--- src/rtl/menu_controller.sv ---
// Pong start-menu sequencer: option selection, blinking cursor overlay,
// game launch pulse and timed game-over hold before returning to the menu.
module menu_controller #(
  parameter int MENU_POSX    = 234,
  parameter int MENU_POSY    = 214,
  parameter int CURSOR_X     = 8,
  parameter int OPT0_Y       = 14,
  parameter int OPT1_Y       = 34,
  parameter int CURSOR_SIZE  = 8,
  parameter int BLINK_FRAMES = 30,
  parameter int OVER_FRAMES  = 120
) (
  input  logic       i_clk,
  input  logic       i_reset,
  input  logic       i_frame_tick,
  input  logic       i_btn_up,
  input  logic       i_btn_down,
  input  logic       i_btn_select,
  input  logic       i_game_over,
  input  logic [9:0] i_row,
  input  logic [9:0] i_col,
  input  logic [2:0] i_menu_rgb,
  output logic [2:0] o_rgb,
  output logic       o_menu_active,
  output logic       o_game_start,
  output logic       o_two_player
);

  localparam logic [1:0] S_MENU  = 2'd0;
  localparam logic [1:0] S_START = 2'd1;
  localparam logic [1:0] S_GAME  = 2'd2;
  localparam logic [1:0] S_OVER  = 2'd3;

  localparam int BW = (BLINK_FRAMES > 1) ? $clog2(BLINK_FRAMES) : 1;
  localparam int OW = (OVER_FRAMES > 1) ? $clog2(OVER_FRAMES) : 1;
  localparam logic [BW-1:0] BLINK_LAST = BW'(BLINK_FRAMES - 1);
  localparam logic [OW-1:0] OVER_LAST  = OW'(OVER_FRAMES - 1);

  // Cursor window bounds, half-open intervals in screen coordinates
  localparam logic [9:0] CX0  = 10'(MENU_POSX + CURSOR_X);
  localparam logic [9:0] CX1  = 10'(MENU_POSX + CURSOR_X + CURSOR_SIZE);
  localparam logic [9:0] RY00 = 10'(MENU_POSY + OPT0_Y);
  localparam logic [9:0] RY01 = 10'(MENU_POSY + OPT0_Y + CURSOR_SIZE);
  localparam logic [9:0] RY10 = 10'(MENU_POSY + OPT1_Y);
  localparam logic [9:0] RY11 = 10'(MENU_POSY + OPT1_Y + CURSOR_SIZE);

  logic [1:0]    r_state;
  logic          r_sel;
  logic          r_two_player;
  logic [2:0]    r_rgb;
  logic          r_blink_on;
  logic [BW-1:0] r_blink_cnt;
  logic [OW-1:0] r_over_cnt;
  logic          r_up_q, r_dn_q, r_sl_q;

  logic       w_up_e, w_dn_e, w_sl_e;
  logic       w_sel_nxt;
  logic [9:0] w_ry0, w_ry1;
  logic       w_hit;

  assign w_up_e = i_btn_up & ~r_up_q;
  assign w_dn_e = i_btn_down & ~r_dn_q;
  assign w_sl_e = i_btn_select & ~r_sl_q;

  // Simultaneous up/down edges cancel out
  always_comb begin
    w_sel_nxt = r_sel;
    if (w_up_e && !w_dn_e)
      w_sel_nxt = 1'b0;
    else if (w_dn_e && !w_up_e)
      w_sel_nxt = 1'b1;
  end

  assign w_ry0 = r_sel ? RY10 : RY00;
  assign w_ry1 = r_sel ? RY11 : RY01;
  assign w_hit = (i_col >= CX0) && (i_col < CX1) &&
                 (i_row >= w_ry0) && (i_row < w_ry1);

  always_ff @(posedge i_clk) begin
    if (i_reset) begin
      r_state      <= S_MENU;
      r_sel        <= 1'b0;
      r_two_player <= 1'b0;
      r_rgb        <= 3'b000;
      r_blink_on   <= 1'b1;
      r_blink_cnt  <= '0;
      r_over_cnt   <= '0;
      r_up_q       <= 1'b0;
      r_dn_q       <= 1'b0;
      r_sl_q       <= 1'b0;
    end else begin
      r_up_q <= i_btn_up;
      r_dn_q <= i_btn_down;
      r_sl_q <= i_btn_select;
      case (r_state)
        S_MENU: begin
          r_rgb <= (w_hit && r_blink_on) ? 3'b111 : i_menu_rgb;
          r_sel <= w_sel_nxt;
          // A moved cursor restarts the blink so it is visible immediately
          if (w_sel_nxt != r_sel) begin
            r_blink_cnt <= '0;
            r_blink_on  <= 1'b1;
          end else if (i_frame_tick) begin
            if (r_blink_cnt == BLINK_LAST) begin
              r_blink_cnt <= '0;
              r_blink_on  <= ~r_blink_on;
            end else begin
              r_blink_cnt <= r_blink_cnt + 1'b1;
            end
          end
          if (w_sl_e) begin
            r_two_player <= r_sel;
            r_state      <= S_START;
          end
        end
        S_START: begin
          r_rgb   <= i_menu_rgb;
          r_state <= S_GAME;
        end
        S_GAME: begin
          r_rgb <= 3'b000;
          if (i_game_over) begin
            r_over_cnt <= '0;
            r_state    <= S_OVER;
          end
        end
        default: begin
          r_rgb <= i_menu_rgb;
          if (i_frame_tick) begin
            if (r_over_cnt == OVER_LAST) begin
              r_over_cnt  <= '0;
              r_blink_cnt <= '0;
              r_blink_on  <= 1'b1;
              r_state     <= S_MENU;
            end else begin
              r_over_cnt <= r_over_cnt + 1'b1;
            end
          end
        end
      endcase
    end
  end

  assign o_rgb         = r_rgb;
  assign o_menu_active = (r_state != S_GAME);
  assign o_game_start  = (r_state == S_START);
  assign o_two_player  = r_two_player;

endmodule

--- config.mk ---
export PLATFORM = sky130hd
export DESIGN_NAME = menu_controller
export DESIGN_NICKNAME = d
export VERILOG_FILES = /design/src/rtl/menu_controller.sv
export SDC_FILE = /design/constraint.sdc
export NUM_CORES = 1
export LEC_CHECK = 0
export BUFFER_PORTS_ARGS = -buffer_cell sky130_fd_sc_hd__buf_4
export CORE_UTILIZATION = 50
export CTS_BUF_LIST = sky130_fd_sc_hd__clkbuf_16
export CTS_CLUSTER_SIZE = 12
export DETAILED_ROUTE_END_ITERATION = 8
export PLACE_DENSITY = 0.76
export SLEW_MARGIN = 0
export SYNTH_ARGS = -nofsm -noshare
export SYNTH_HDL_FRONTEND = slang
export SYNTH_SLANG_ARGS = --single-unit
--- constraint.sdc ---
create_clock -name i_clk -period 3.9 [get_ports i_clk]
set_clock_uncertainty 0.05 [all_clocks]
set_input_delay 0.78 -clock i_clk [delete_from_list [all_inputs] [get_ports i_clk]]
set_output_delay 0.78 -clock i_clk [all_outputs]
set_load 0.05 [all_outputs]
==> results.md, run 1 <==
Status:
- The run finished with clean final reports.

Floorplanning:
- The full die area is ~3000 um^2.
- The count of pins on the block boundary is 36.
- The starting utilization of the core area is 0.546.
- The cell row count is 18.
- In this run the horizontal extent of the chip is 55.0 um.
- The placeable core region is 2570 um^2.
- The die is ~55 um tall.

Synth:
- The yosys synthesis warning count is 0.
- The fraction of the mapped netlist area in compound gates is 0.204.
- Ranked by instance count, the synthesized netlist is headed by dfxtp_1 (23), nor2_1 (15), ha_1 (14).
- The register area share after synthesis is 0.328.
- Summed over all instances, the cell type with the most area after synthesis is dfxtp_1.
- By area the synthesized netlist is led by dfxtp_1 (33%), ha_1 (12%), nor2_1 (4.0%).
- The average instance area after synthesis is slightly below 9 um^2.
- Yosys mapped the design onto 44 distinct sky130hd cell types.
- In this run, synthesis produced a sequential element count of 23.
- The post-synthesis cell count is roughly 160.
- The portion of netlist area occupied by mux cells is 0.0214.
- The area share of fa/ha/maj cells after synthesis is 0.125.
- Of the total synthesized cell area, the portion taken by XOR and XNOR cells is 0.0375.
- The most used flip-flop cell after synthesis is dfxtp_1.
- dfxtp_1 is the most common cell in the netlist.
- Counting flops with a built-in enable in the synthesized netlist gives 0.
- In this run the cell area of the synthesized design comes to around 1400 um^2.
- The post-synthesis async set-or-reset flop share is 0.
- The simple logic cell fraction of the synthesized area is 0.238.
- Of the post-synthesis cell area, the dominant cell type holds 0.328.
- After synthesis, the largest family of logic cells by area is simple AND/OR/NAND/NOR gates.
- The net count of the mapped netlist is about 200.

Layout:
- The net count reported at finish is 237.
- Of the cells placed in the final design, the portion with a size suffix greater than 1 is 0.250.
- From synthesis to final layout, the design area changed by 25.2%.
- At the end of the flow the core is filled with cells to 0.684.
- The layout has 220 filler cells.
- The count of antenna diodes in the layout is 0.

Clock tree:
- The CTS root buffer is clkbuf_16.
- Once the clock tree was built, the resizer swapped 0 gates to a different size.
- The count of buffers added by post-CTS timing repair for setup is 0.
- Clock tree synthesis found a total of 23 sinks.
- The number of clock buffers added by TritonCTS is 3.
- The number of hold-repair buffers added at the cts stage is 0.
- TritonCTS built the clock tree.
- The clock input transition at the sequential cells of the worst setup and hold paths is 0.06 ns.
- In this run the number of H-tree levels came out at 1.
- At the later pin of the worst-skew pair, clock insertion delay measures between 0.2 and 0.3 ns.
- The largest buffer count on any clock path is 2.

Critical path:
- The arrival time of data at the critical path endpoint is 2.34 ns.
- For flop-to-flop paths, the worst setup slack is between 1.5 and 2 ns.
- The type of element capturing the critical path is a flop.
- The critical path in this run is classified as reg2reg.
- The reg-to-reg startpoint is r_sel$_SDFFE_PP0P_.
- The worst-path cell with the longest stage delay is dfxtp_1.
- The worst register-to-register path ends at o_rgb[0]$_SDFF_PP0_.
- STA puts the critical path data required time at 4.04 ns.
- The cell depth of the worst flop-to-flop path is 7.
- The delay of the slowest critical-path stage is 0.54 ns.
- The top fanout value on the critical path is 11.
- Walking the worst path, the cells encountered are inv_1 -> ha_1 -> nor4b_1 -> nand4b_1 -> a2111oi_0 -> o31ai_1 -> o21ai_0.
- The worst setup path is launched from a flop.

Power and ir drop:
- The largest voltage drop on the vdd net is 429 uV.
- The analysis attributes to cell leakage a power of 0.758 nW.
- For this design the ratio of total power to cell area is 552 nW/um^2.

Hold path:
- Along the worst hold path, the cell count comes to 2.
- For hold timing, the worst endpoint is r_over_cnt[1]$_SDFFE_PP0P_.
- The startpoint of the most critical hold path is r_over_cnt[1]$_SDFFE_PP0P_.
- The path class of the lowest-slack min-delay path is reg2reg.

Detailed routing:
- For this block, the initial DRC count from the detailed router was 18.
- The routed wire length is ~2900 um.
- In the routed design, unresolved DRC markers number 0.
- The remaining antenna violation count is 0.
- After detailed routing, the number of vias per cell comes to 5.55.
- Dividing the detail-routed wire length by the instance count gives 12.8 um.
- The number of detailed-routing iterations run before antenna repair is 4.
- The detailed router placed 1232 vias in this run.

Timing:
- The final number of max-transition violations is 0.
- The number of failing hold endpoints at the final stage is 0.
- The post-route clock period utilization is 0.564.
- The post-route setup TNS is 0 ns.
- The peak clock frequency supported by timing is ~0.45 GHz.
- The minimum period implied by the final worst setup slack is 2.20 ns.
- Setup violations remaining at the end of the flow were counted as 0.
- The worst slew slack as a fraction of its limit is 0.725.
- Setup repair after global routing left no endpoint under its margin.
- The worst-margin pin slew is 0.411 ns.

Flow run:
- Max-cap violations in this run came to 0.

GRT:
- The number of global-route vias before repair is 1134.
- The first-pass GRT wire length is 4840 um.
- The global route total overflow is 0.
- The total routing resource utilization after global routing is 0.219.
- Entering global routing, the biggest net connects 16 pins.
- The initial antenna violation count is 0.

Placement:
- At the end of routability-driven placement, the weighted congestion stood at 0.748.
- The number of buffer cells added on primary ports is 34.
- The wire-length estimate of the detail-placed layout is around 2300 um.
[stage by stage]
step | hold slack [ns] | power, mW | instance area [um^2] | std cells | setup WS (ns)
final | 0.462 | 0.969 | 1760 | 222 | 1.70
after global routing | 0.520 | 1.03 | 1760 | 222 | 1.41
after CTS | 0.461 | 0.979 | 1760 | 222 | 1.65
after detailed placement | 0.452 | 0.755 | 1680 | 218 | 1.52
after global placement | 0.435 | 0.739 | 1680 | 218 | 1.63
after floorplan | 0.418 | 0.657 | 1400 | 157 | 1.86
[placed cells by master, fill, tap and decap left out, drive strengths merged, types with 3 or more instances in the layout]
| cell | count |
|---|---|
| xor2 | 4 |
| ha | 14 |
| dfxtp | 23 |
| nand4 | 6 |
| nand3 | 4 |
| nor2 | 15 |
| nor2b | 4 |
| clkbuf | 3 |
| nand2b | 5 |
| a211oi | 3 |
| o31ai | 3 |
| o21ai | 8 |
| nand2 | 8 |
| a41oi | 3 |
| buf | 34 |
| mux2i | 3 |
| and3 | 4 |
| a21oi | 8 |
| inv | 11 |
[worst max-delay path by stage]
stage,startpoint,to,cells after the start
floorplan,i_row[8],o_rgb[0]$_SDFF_PP0_,6
finish,r_sel$_SDFFE_PP0P_,o_rgb[0]$_SDFF_PP0_,7
global placement,i_row[8],o_rgb[0]$_SDFF_PP0_,7
detailed placement,i_row[8],o_rgb[0]$_SDFF_PP0_,7
CTS,r_sel$_SDFFE_PP0P_,o_rgb[0]$_SDFF_PP0_,7
global route,r_sel$_SDFFE_PP0P_,o_rgb[2]$_SDFF_PP0_,7
[worst max-delay path, delay by kind of cell (launching register included)]
family,cells,cell delay (ns)
compound gates,3,0.70
flops,1,0.54
simple gates,2,0.43
fa+ha+maj,1,0.22
buf+inv,1,0.19
[kinds of logic after synthesis]
| group | Yosys count |
|---|---|
| XOR/XNOR | 6 |
| flip-flops | 23 |
| buffers and inverters | 14 |
| multiplexers | 3 |
| AO/OA/AOI/OAI | 38 |
| adder cells (fa/ha/maj) | 14 |
| AND/OR/NAND/NOR | 59 |
[flip-flops by register name, indices dropped and copies added (netlist names)]
signal        cells
o_rgb             3
o_two_player      1
r_blink_cnt       5
r_blink_on        1
r_dn_q            1
r_over_cnt        7
r_sel             1
r_sl_q            1
r_state           2
r_up_q            1
[power breakdown]
group          total (mW)  internal [mW]  switching (mW)
clock               0.221          0.138          0.0833
sequential          0.303          0.272          0.0314
combinational       0.444          0.181           0.263
total               0.969          0.591           0.378
[final cells by class]
type	instances	area, um^2	area share
inverters	11	43.8	0.0249
repair buffers	34	255	0.145
flip-flops and latches	23	460	0.262
clock buffers	3	75.1	0.0428
well taps	30	37.5	0.0214
multi-input cells	120	878	0.500
clock inverters	1	5.00	0.00285
[per-layer routing]
| metal | vias to the layer above | share of wire | global-route usage |
|---|---|---|---|
| li1 | 642 | - | - |
| met1 | 558 | 0.47 | 0.277 |
| met2 | 26 | 0.48 | 0.388 |
| met3 | 6 | 0.042 | 0.0410 |
| met4 | 0 | 0.0081 | 0.0375 |
| met5 | - | 0 | 0 |
(Power assumes the default switching activity.)
==> run 2, diff against run 1 <==
--- a/config.mk
+++ b/config.mk
@@ -5,12 +5,13 @@
 export SDC_FILE = /design/constraint.sdc
 export NUM_CORES = 1
 export LEC_CHECK = 0
+export ABC_AREA = 1
 export BUFFER_PORTS_ARGS = -buffer_cell sky130_fd_sc_hd__buf_4
-export CORE_UTILIZATION = 50
+export CORE_UTILIZATION = 48
 export CTS_BUF_LIST = sky130_fd_sc_hd__clkbuf_16
 export CTS_CLUSTER_SIZE = 12
 export DETAILED_ROUTE_END_ITERATION = 8
-export PLACE_DENSITY = 0.76
+export PLACE_DENSITY = 0.75
 export SLEW_MARGIN = 0
 export SYNTH_ARGS = -nofsm -noshare
 export SYNTH_HDL_FRONTEND = slang
==> constraint.sdc (replaced) <==
create_clock -name i_clk -period 1.8 [get_ports i_clk]
set_clock_uncertainty 0.05 [all_clocks]
set_input_delay 0.36 -clock i_clk [delete_from_list [all_inputs] [get_ports i_clk]]
set_output_delay 0.36 -clock i_clk [all_outputs]
set_load 0.05 [all_outputs]
==> run 2 against run 1 <==
Effect of this change:
- register-to-register slack got worse by 1.5 ns
- power increased to 2.8 times the previous value
- design area increased by 14%
- utilization decreased by 3.8 points
- non-clock buffer count increased by 3
- flip-flop and latch count unchanged
- cell count increased by 41%
- sequential power increased by 130%
- wire length increased by 8.4%
- combinational power increased to 3.4 times the previous value
- critical path depth decreased by 2
- hold slack got worse by 0.19 ns
- critical path type is now reg2out
==> results.md, run 2 <==
Critical path:
- The top fanout value on the critical path came to 5 (-6).
- The cell depth of the worst flop-to-flop path was 8 (+1).
- The startpoint type of the worst setup path is a flop.
- The arrival time of data at the critical path endpoint is 1.26 ns (-1.08 ns).
- The worst setup path is captured at an output port.
- The classification of the worst setup path is reg2out.
- The data required time at the worst endpoint was 1.39 ns (-2.65 ns).

Flow run:
- The max-cap check violation count was 0 (unchanged).

Floorplanning:
- The full die area is 3570 um^2 (+18%).
- The placeable core region is 3100 um^2 (+21%).
- The count of pins on the block boundary came to 36 (unchanged).
- The cell row count came to 20 (+2).
- The starting utilization of the core area is 0.516 (-0.0306).
- The x dimension of the die is 59.7 um (+8.7%).
- The vertical die dimension was 59.7 um (+8.7%).

Timing:
- Setup repair after global routing left no endpoint under its margin.
- The final hold slack was 0.273 ns (-0.189 ns).
- The worst slew slack as a fraction of its limit is 0.778 (+0.0531).
- The minimum period implied by the final worst setup slack is about 1.7 ns.
- The final number of max-transition violations came to 0 (unchanged).
- The peak clock frequency supported by timing is 0.599 GHz.
- The final-report setup violation count was 0 (unchanged).
- The worst-margin pin slew is 0.332 ns (-0.0785 ns).
- The number of failing hold endpoints at the final stage is 0 (unchanged).
- The post-route clock period utilization is 0.927.
- The post-route setup TNS is 0 ns (unchanged).

Synth:
- The leading cell type by number of instances after synthesis is nand2_1.
- The number of synthesized flops with an enable pin is 0 (unchanged).
- The post-synthesis async set-or-reset flop share is 0 (unchanged).
- The yosys synthesis warning count is 0 (unchanged).
- By area the synthesized netlist is led by dfxtp_1 (29%), nand2_1 (12%), ha_1 (11%).
- The post-synthesis cell count was 231 (+47%).
- Ranked by instance count, the synthesized netlist is headed by nand2_1 (52), inv_1 (32), nor2_1 (27).
- The average instance area after synthesis came to 6.93 um^2 (-22%).
- The prevailing post-synth register cell is dfxtp_1.
- The portion of synthesized cell area occupied by the leading cell type is 0.288 (-0.0406).
- The top cell type by total area after synthesis is dfxtp_1.
- The number of distinct library cell variants in the gate-level netlist after synthesis came to 33 (-25%).
- The area of the mapped netlist was 1600 um^2 (+14%).
- The flop and latch count out of synthesis came to 23 (unchanged).
- The net count of the mapped netlist is 275 (+37%).
- The register area share after synthesis was 0.288 (-0.0406).

Power and ir drop:
- The largest voltage drop on the vdd net is 1010 uV (+140%).
- The leakage power summed over all cells is 0.975 nW (+29%).
- The power density normalized to cell area is 1340 nW/um^2 (+140%).

Clock tree:
- The count of buffers added by post-CTS timing repair for setup is 0 (unchanged).
- The clock latency of the later-clocked register in the worst-skew pair is 0.26 ns (about the same).
- The number of H-tree levels came to 1 (unchanged).
- The clock input transition at the sequential cells of the worst setup and hold paths is 0.06 ns (about the same).
- The number of resized instances in the post-cts repair step was 0 (unchanged).
- The number of hold-repair buffers added at the cts stage is 0 (unchanged).
- The largest buffer count on any clock path is 2 (unchanged).
- The CTS root buffer is clkbuf_16.
- The total clock buffers created by CTS is 3 (unchanged).
- The CTS sink count is 23 (unchanged).
- TritonCTS built the clock tree.

Detailed routing:
- The number of DRC violations after detailed-routing iteration 0 is 43 (+25).
- The number of detailed-routing iterations run before antenna repair is 4 (unchanged).
- The remaining routing DRC violations came to 0 (unchanged).
- The total via count in the routed design is 1451 (+18%).
- The ratio of routed vias to standard cells is 4.62 (-17%).
- The detail-routed net length per standard cell is 9.84 um (-23%).
- The routed wire length is 3090 um (+8.4%).
- The remaining antenna violation count is 0 (unchanged).

GRT:
- The global route total overflow was 0 (unchanged).
- The first-pass GRT wire length is 5110 um (+5.7%).
- The total routing resource utilization after global routing is 0.189 (-0.0294).
- The maximum number of pins on one net before global-route repair is 14 (-2).
- The number of global-route vias before repair is 1225 (+8.0%).
- The initial antenna violation count is 0 (unchanged).

Hold path:
- The path class of the tightest hold or removal check is in2reg.
- The cell depth of the worst min-delay path is 3 (+1).

Layout:
- Leaving out fill and tap cells, the most frequent cells in the layout are nand2_1 (52), buf_4 (36), inv_1 (32), nor2_1 (27), dfxtp_1 (23).
- The non-filler instance count after layout is 314 (+41%).
- The flip-flop count of the largest register after layout came to 7 (unchanged).
- The total of fill cells in the finished design is 309 (+40%).
- The synthesis-to-layout area growth is 25.3% (about the same).
- The net count reported at finish is 315 (+33%).
- The proportion of layout cells with a drive suffix above 1 is 0.241 (-0.00926).
- The register with the most flip-flops in the final layout is r_over_cnt.
- The count of antenna diodes in the layout is 0 (unchanged).
- The area taken by multi-input logic gates was 991 um^2 (+13%).
- Leaving out fill and tap cells, the most frequent cell in the layout is nand2_1.
- The area occupied by registers is 460 um^2 (unchanged).

Placement:
- The routability congestion estimate from global placement was 0.793 (+6.0%).
- The cell count after placement is 310 (+42%).
- The sum of net half-perimeters after detailed placement came to 2410 um (+4.1%).
- The number of buffer cells added on primary ports came to 34 (unchanged).

Status:
- The flow ran to the end, and the final reports show no timing, DRC or antenna violations.
-- run 2: cell types whose count changed after synthesis, sizes merged, moves of 4 or more --
cell and delta:
nor2b -4, and3 -4, a21oi +8, nor2 +15, inv +24, nand2b -5
nand3 +19, nand2 +50
-- run 2: final cells by class --
| class | count | area share |
|---|---|---|
| multi-input combinational | 170 | 0.494 |
| tap | 44 | 0.0275 |
| timing repair buffer | 37 | 0.140 |
| clock buffer | 3 | 0.0375 |
| clock inverter | 1 | 0.00250 |
| sequential | 23 | 0.230 |
| inverter | 36 | 0.0680 |
-- run 2: report_power, final --
part / internal (mW) / total, mW / switching (mW)
sequential: 0.617 / 0.696 / 0.0794
clock: 0.299 / 0.482 / 0.183
combinational: 0.571 / 1.50 / 0.930
total: 1.49 / 2.68 / 1.19
-- run 2: worst paths after layout --
| check | start | slack [ns] | endpoint |
|---|---|---|---|
| max | r_state[0]$_SDFFE_PP0P_ | 0.13 | o_menu_active |
| min | i_btn_select | 0.27 | r_sl_q$_SDFF_PP0_ |
| max reg2reg | r_state[0]$_SDFFE_PP0P_ | 0.22 | r_over_cnt[4]$_SDFFE_PP0P_ |
| min reg2reg | o_two_player$_SDFFE_PP0P_ | 0.42 | o_two_player$_SDFFE_PP0P_ |
-- run 2: metal layers --
metal	vias to the layer above	GRT usage	wire [um]
li1	820	-	-
met1	597	0.255	1490
met2	29	0.300	1400
met3	5	0.0346	155
met4	0	0.0698	51
met5	-	0	0
-- run 2: cells by family (layout without fill, tap and decap cells) --
| kind of cell | after synthesis | in the layout | share of synthesized area |
|---|---|---|---|
| simple gates | 122 | 122 | 0.368 |
| buf+inv | 38 | 77 | 0.0946 |
| compound gates | 31 | 31 | 0.124 |
| flops | 23 | 23 | 0.288 |
| fa+ha+maj | 14 | 14 | 0.109 |
| xor+xnor | 3 | 3 | 0.0164 |
-- run 2: through the flow --
step	cell area (um^2)	power [mW]	setup WS [ns]	util
6_report	2000	2.68	0.132	0.646
5_1_grt	2000	2.91	0.0519	0.646
4_1_cts	2000	2.69	0.0259	0.644
3_5_place_dp	1920	2.19	0.199	0.618
3_3_place_gp	1920	2.17	0.207	0.618
2_1_floorplan	1600	1.87	0.105	-
-- run 2: critical path: stages, from the launching register on --
cell and delay [ns]:
dfxtp_1 0.35, inv_1 0.07, ha_2 0.22, inv_2 0.06, buf_4 0.14, buf_6 0.16
==> run 3, diff against run 2 <==
--- a/config.mk
+++ b/config.mk
@@ -11,7 +11,7 @@
 export CTS_BUF_LIST = sky130_fd_sc_hd__clkbuf_16
 export CTS_CLUSTER_SIZE = 12
 export DETAILED_ROUTE_END_ITERATION = 8
-export PLACE_DENSITY = 0.75
+export PLACE_DENSITY = 0.85
 export SLEW_MARGIN = 0
 export SYNTH_ARGS = -nofsm -noshare
 export SYNTH_HDL_FRONTEND = slang
==> constraint.sdc (replaced) <==
create_clock -name i_clk -period 1.8 [get_ports i_clk]
set_clock_uncertainty 0.05 [all_clocks]
set_input_delay 0.36 -clock i_clk [delete_from_list [all_inputs] [get_ports i_clk]]
set_output_delay 0.36 -clock i_clk [all_outputs]
set_load 0.01 [all_outputs]
==> run 3 against run 2 <==
Effect of this change:
- setup slack better by 0.012 ns
- maximum frequency increased by 0.70%
- utilization increased by 0.36 points
- critical path type unchanged
- largest cell class unchanged
==> results.md, run 3 (synthesis gave the netlist of run 2 again) <==
Layout:
- The utilization after layout came to 0.650 (+0.00363).
- The count of antenna diodes in the layout was 0 (unchanged).
- In the layout the commonest cells are nand2_1 (52), buf_4 (39), inv_1 (32), nor2_1 (27), dfxtp_1 (23).
- The synthesis-to-layout area growth is 26.0%.
- More flip-flops sit in one register than any other, and that register is r_over_cnt.
- The flip-flop count of the largest register after layout is 7 (unchanged).
- The net count reported at finish came to 317 (+0.63%).
- The commonest non-fill, non-tap cell in the layout is nand2_1.
- The proportion of layout cells with a drive suffix above 1 is 0.246 (+0.00558).

Detailed routing:
- The detail-routed net length per standard cell is 11.4 um (+15%).
- The routed wire length is 3590 um (+16%).
- The number of DRC violations after detailed-routing iteration 0 is 83 (+93%).
- The total via count in the routed design is 1572 (+8.3%).
- The number of detailed-routing iterations run before antenna repair is 5 (+1).
- The ratio of routed vias to standard cells was 4.97 (+7.7%).
- The remaining antenna violation count was 0 (unchanged).
- The remaining routing DRC violations came to 0 (unchanged).

Timing:
- Setup repair after global routing left no endpoint under its margin.
- The post-route clock period utilization was 0.920 (-0.00641).
- The worst-margin pin slew is 0.349 ns (+0.0166 ns).
- The minimum period implied by the final worst setup slack came to 1.66 ns (-0.0115 ns).
- The peak clock frequency supported by timing is 0.604 GHz (+0.70%).
- The final hold slack is 0.284 ns (+0.0116 ns).
- The worst slew slack as a fraction of its limit is 0.767 (-0.0113).
- The post-route setup TNS is 0 ns (unchanged).
- The number of failing hold endpoints at the final stage came to 0 (unchanged).
- The final-report setup violation count was 0 (unchanged).
- The final number of max-transition violations is 0 (unchanged).
- The worst setup margin was 0.143 ns (+0.0115 ns).

Power and ir drop:
- The leakage power summed over all cells came to 0.982 nW (+0.72%).
- The post-layout total power is 2.65 mW (-1.2%).
- The power density normalized to cell area is 1310 nW/um^2 (-1.7%).
- The largest voltage drop on the vdd net came to 806 uV (-21%).

GRT:
- The initial antenna violation count is 0 (unchanged).
- The total routing resource utilization after global routing is 0.217 (+0.0279).
- The first-pass GRT wire length is 5990 um (+17%).
- The maximum number of pins on one net before global-route repair is 14 (unchanged).
- The number of global-route vias before repair is 1455 (+19%).
- The global route total overflow came to 0 (unchanged).

Status:
- The run finished with clean final reports.

Placement:
- The minimum setup slack after placement is 0.149 ns (-0.0501 ns).
- The number of buffer cells added on primary ports came to 34 (unchanged).
- The routability congestion estimate from global placement is 0.837 (+5.5%).
- The sum of net half-perimeters after detailed placement came to 2620 um (+8.8%).

Clock tree:
- The CTS sink count is 23 (unchanged).
- The clock latency of the later-clocked register in the worst-skew pair came to 0.26 ns (about the same).
- The CTS root buffer is clkbuf_16.
- The number of H-tree levels was 1 (unchanged).
- The clock input transition at the sequential cells of the worst setup and hold paths is 0.06 ns (about the same).
- The TritonCTS clock tree is done.
- The largest buffer count on any clock path came to 2 (unchanged).
- The total clock buffers created by CTS was 3 (unchanged).
- The number of hold-repair buffers added at the cts stage came to 0 (unchanged).

Floorplanning:
- The full die area is 3570 um^2 (unchanged).
- The x dimension of the die came to 59.7 um (unchanged).
- The starting utilization of the core area is 0.516 (unchanged).
- The vertical die dimension was 59.7 um (unchanged).
- The count of pins on the block boundary is 36 (unchanged).
- The cell row count came to 20 (unchanged).
- The placeable core region is 3100 um^2 (unchanged).

Critical path:
- The top fanout value on the critical path is 5 (unchanged).
- Walking the worst path, the cells encountered are inv_1 -> ha_2 -> inv_2 -> buf_4 -> buf_4.
- The arrival time of data at the critical path endpoint was 1.25 ns (about the same).
- The startpoint type of the worst setup path is a flop.
- The cell occurring most often along the worst timing path is buf_4.
- The delay of the slowest critical-path stage is 0.32 ns (-0.03 ns).
- The data required time at the worst endpoint is 1.39 ns (about the same).
- The cell class contributing the biggest share of worst-path delay is buffers and inverters.
- The classification of the worst setup path is reg2out.
- The worst-path cell with the longest stage delay is dfxtp_1.
- The type of element capturing the critical path is an output port.
- The number of buffer and inverter stages on the critical path is 4 (unchanged).

Flow run:
- The max-cap check violation count is 0 (unchanged).

Hold path:
- In this run the worst hold path is classified as in2reg.
run 3: routing by layer:
layer / GRT usage / part of all wire / vias to the layer above
met4: 0.0598 / 0.011 / 0
met3: 0.0368 / 0.046 / 6
met2: 0.389 / 0.49 / 38
met5: 0 / 0 / -
met1: 0.266 / 0.45 / 704
li1: - / - / 824
run 3: path summary, 6_finish.rpt:
check	startpoint	end	depth (start not counted)	slack (ns)
max reg2reg	r_state[0]$_SDFFE_PP0P_	r_blink_cnt[1]$_SDFFE_PP0P_	9	0.18
min reg2reg	o_two_player$_SDFFE_PP0P_	o_two_player$_SDFFE_PP0P_	2	0.43
max	r_state[0]$_SDFFE_PP0P_	o_menu_active	5	0.14
min	i_btn_down	r_dn_q$_SDFF_PP0_	3	0.28
run 3: power breakdown:
part / switching (mW) / internal, mW / total (mW)
sequential: 0.0859 / 0.617 / 0.703
clock: 0.185 / 0.299 / 0.484
combinational: 0.875 / 0.586 / 1.46
run 3: per-stage QoR:
step / cell area, um^2 / instances
2_1_floorplan: 1600 / 231
3_3_place_gp: 1910 / 309
3_5_place_dp: 1910 / 309
4_1_cts: 1990 / 313
5_1_grt: 2020 / 316
6_report: 2020 / 316
run 3: area by class of cell:
class,count,area (um^2)
clock buffer,3,75.1
clock inverter,1,5.00
fill,289,1090
inverter,36,136
multi-input combinational,170,991
sequential,23,460
tap,44,55.1
timing repair buffer,39,293
run 3: tightest hold or removal path, stage by stage:
cell and delay [ns]:
buf_4 0.10, inv_1 0.03, nor2_1 0.06
run 3: repair_timing:
action | in CTS | in global routing
setup endpoints to repair | 0 | 2
buffers inserted | 0 | 3
gates resized for setup | 0 | 1
endpoints found under the hold margin | 0 | 0
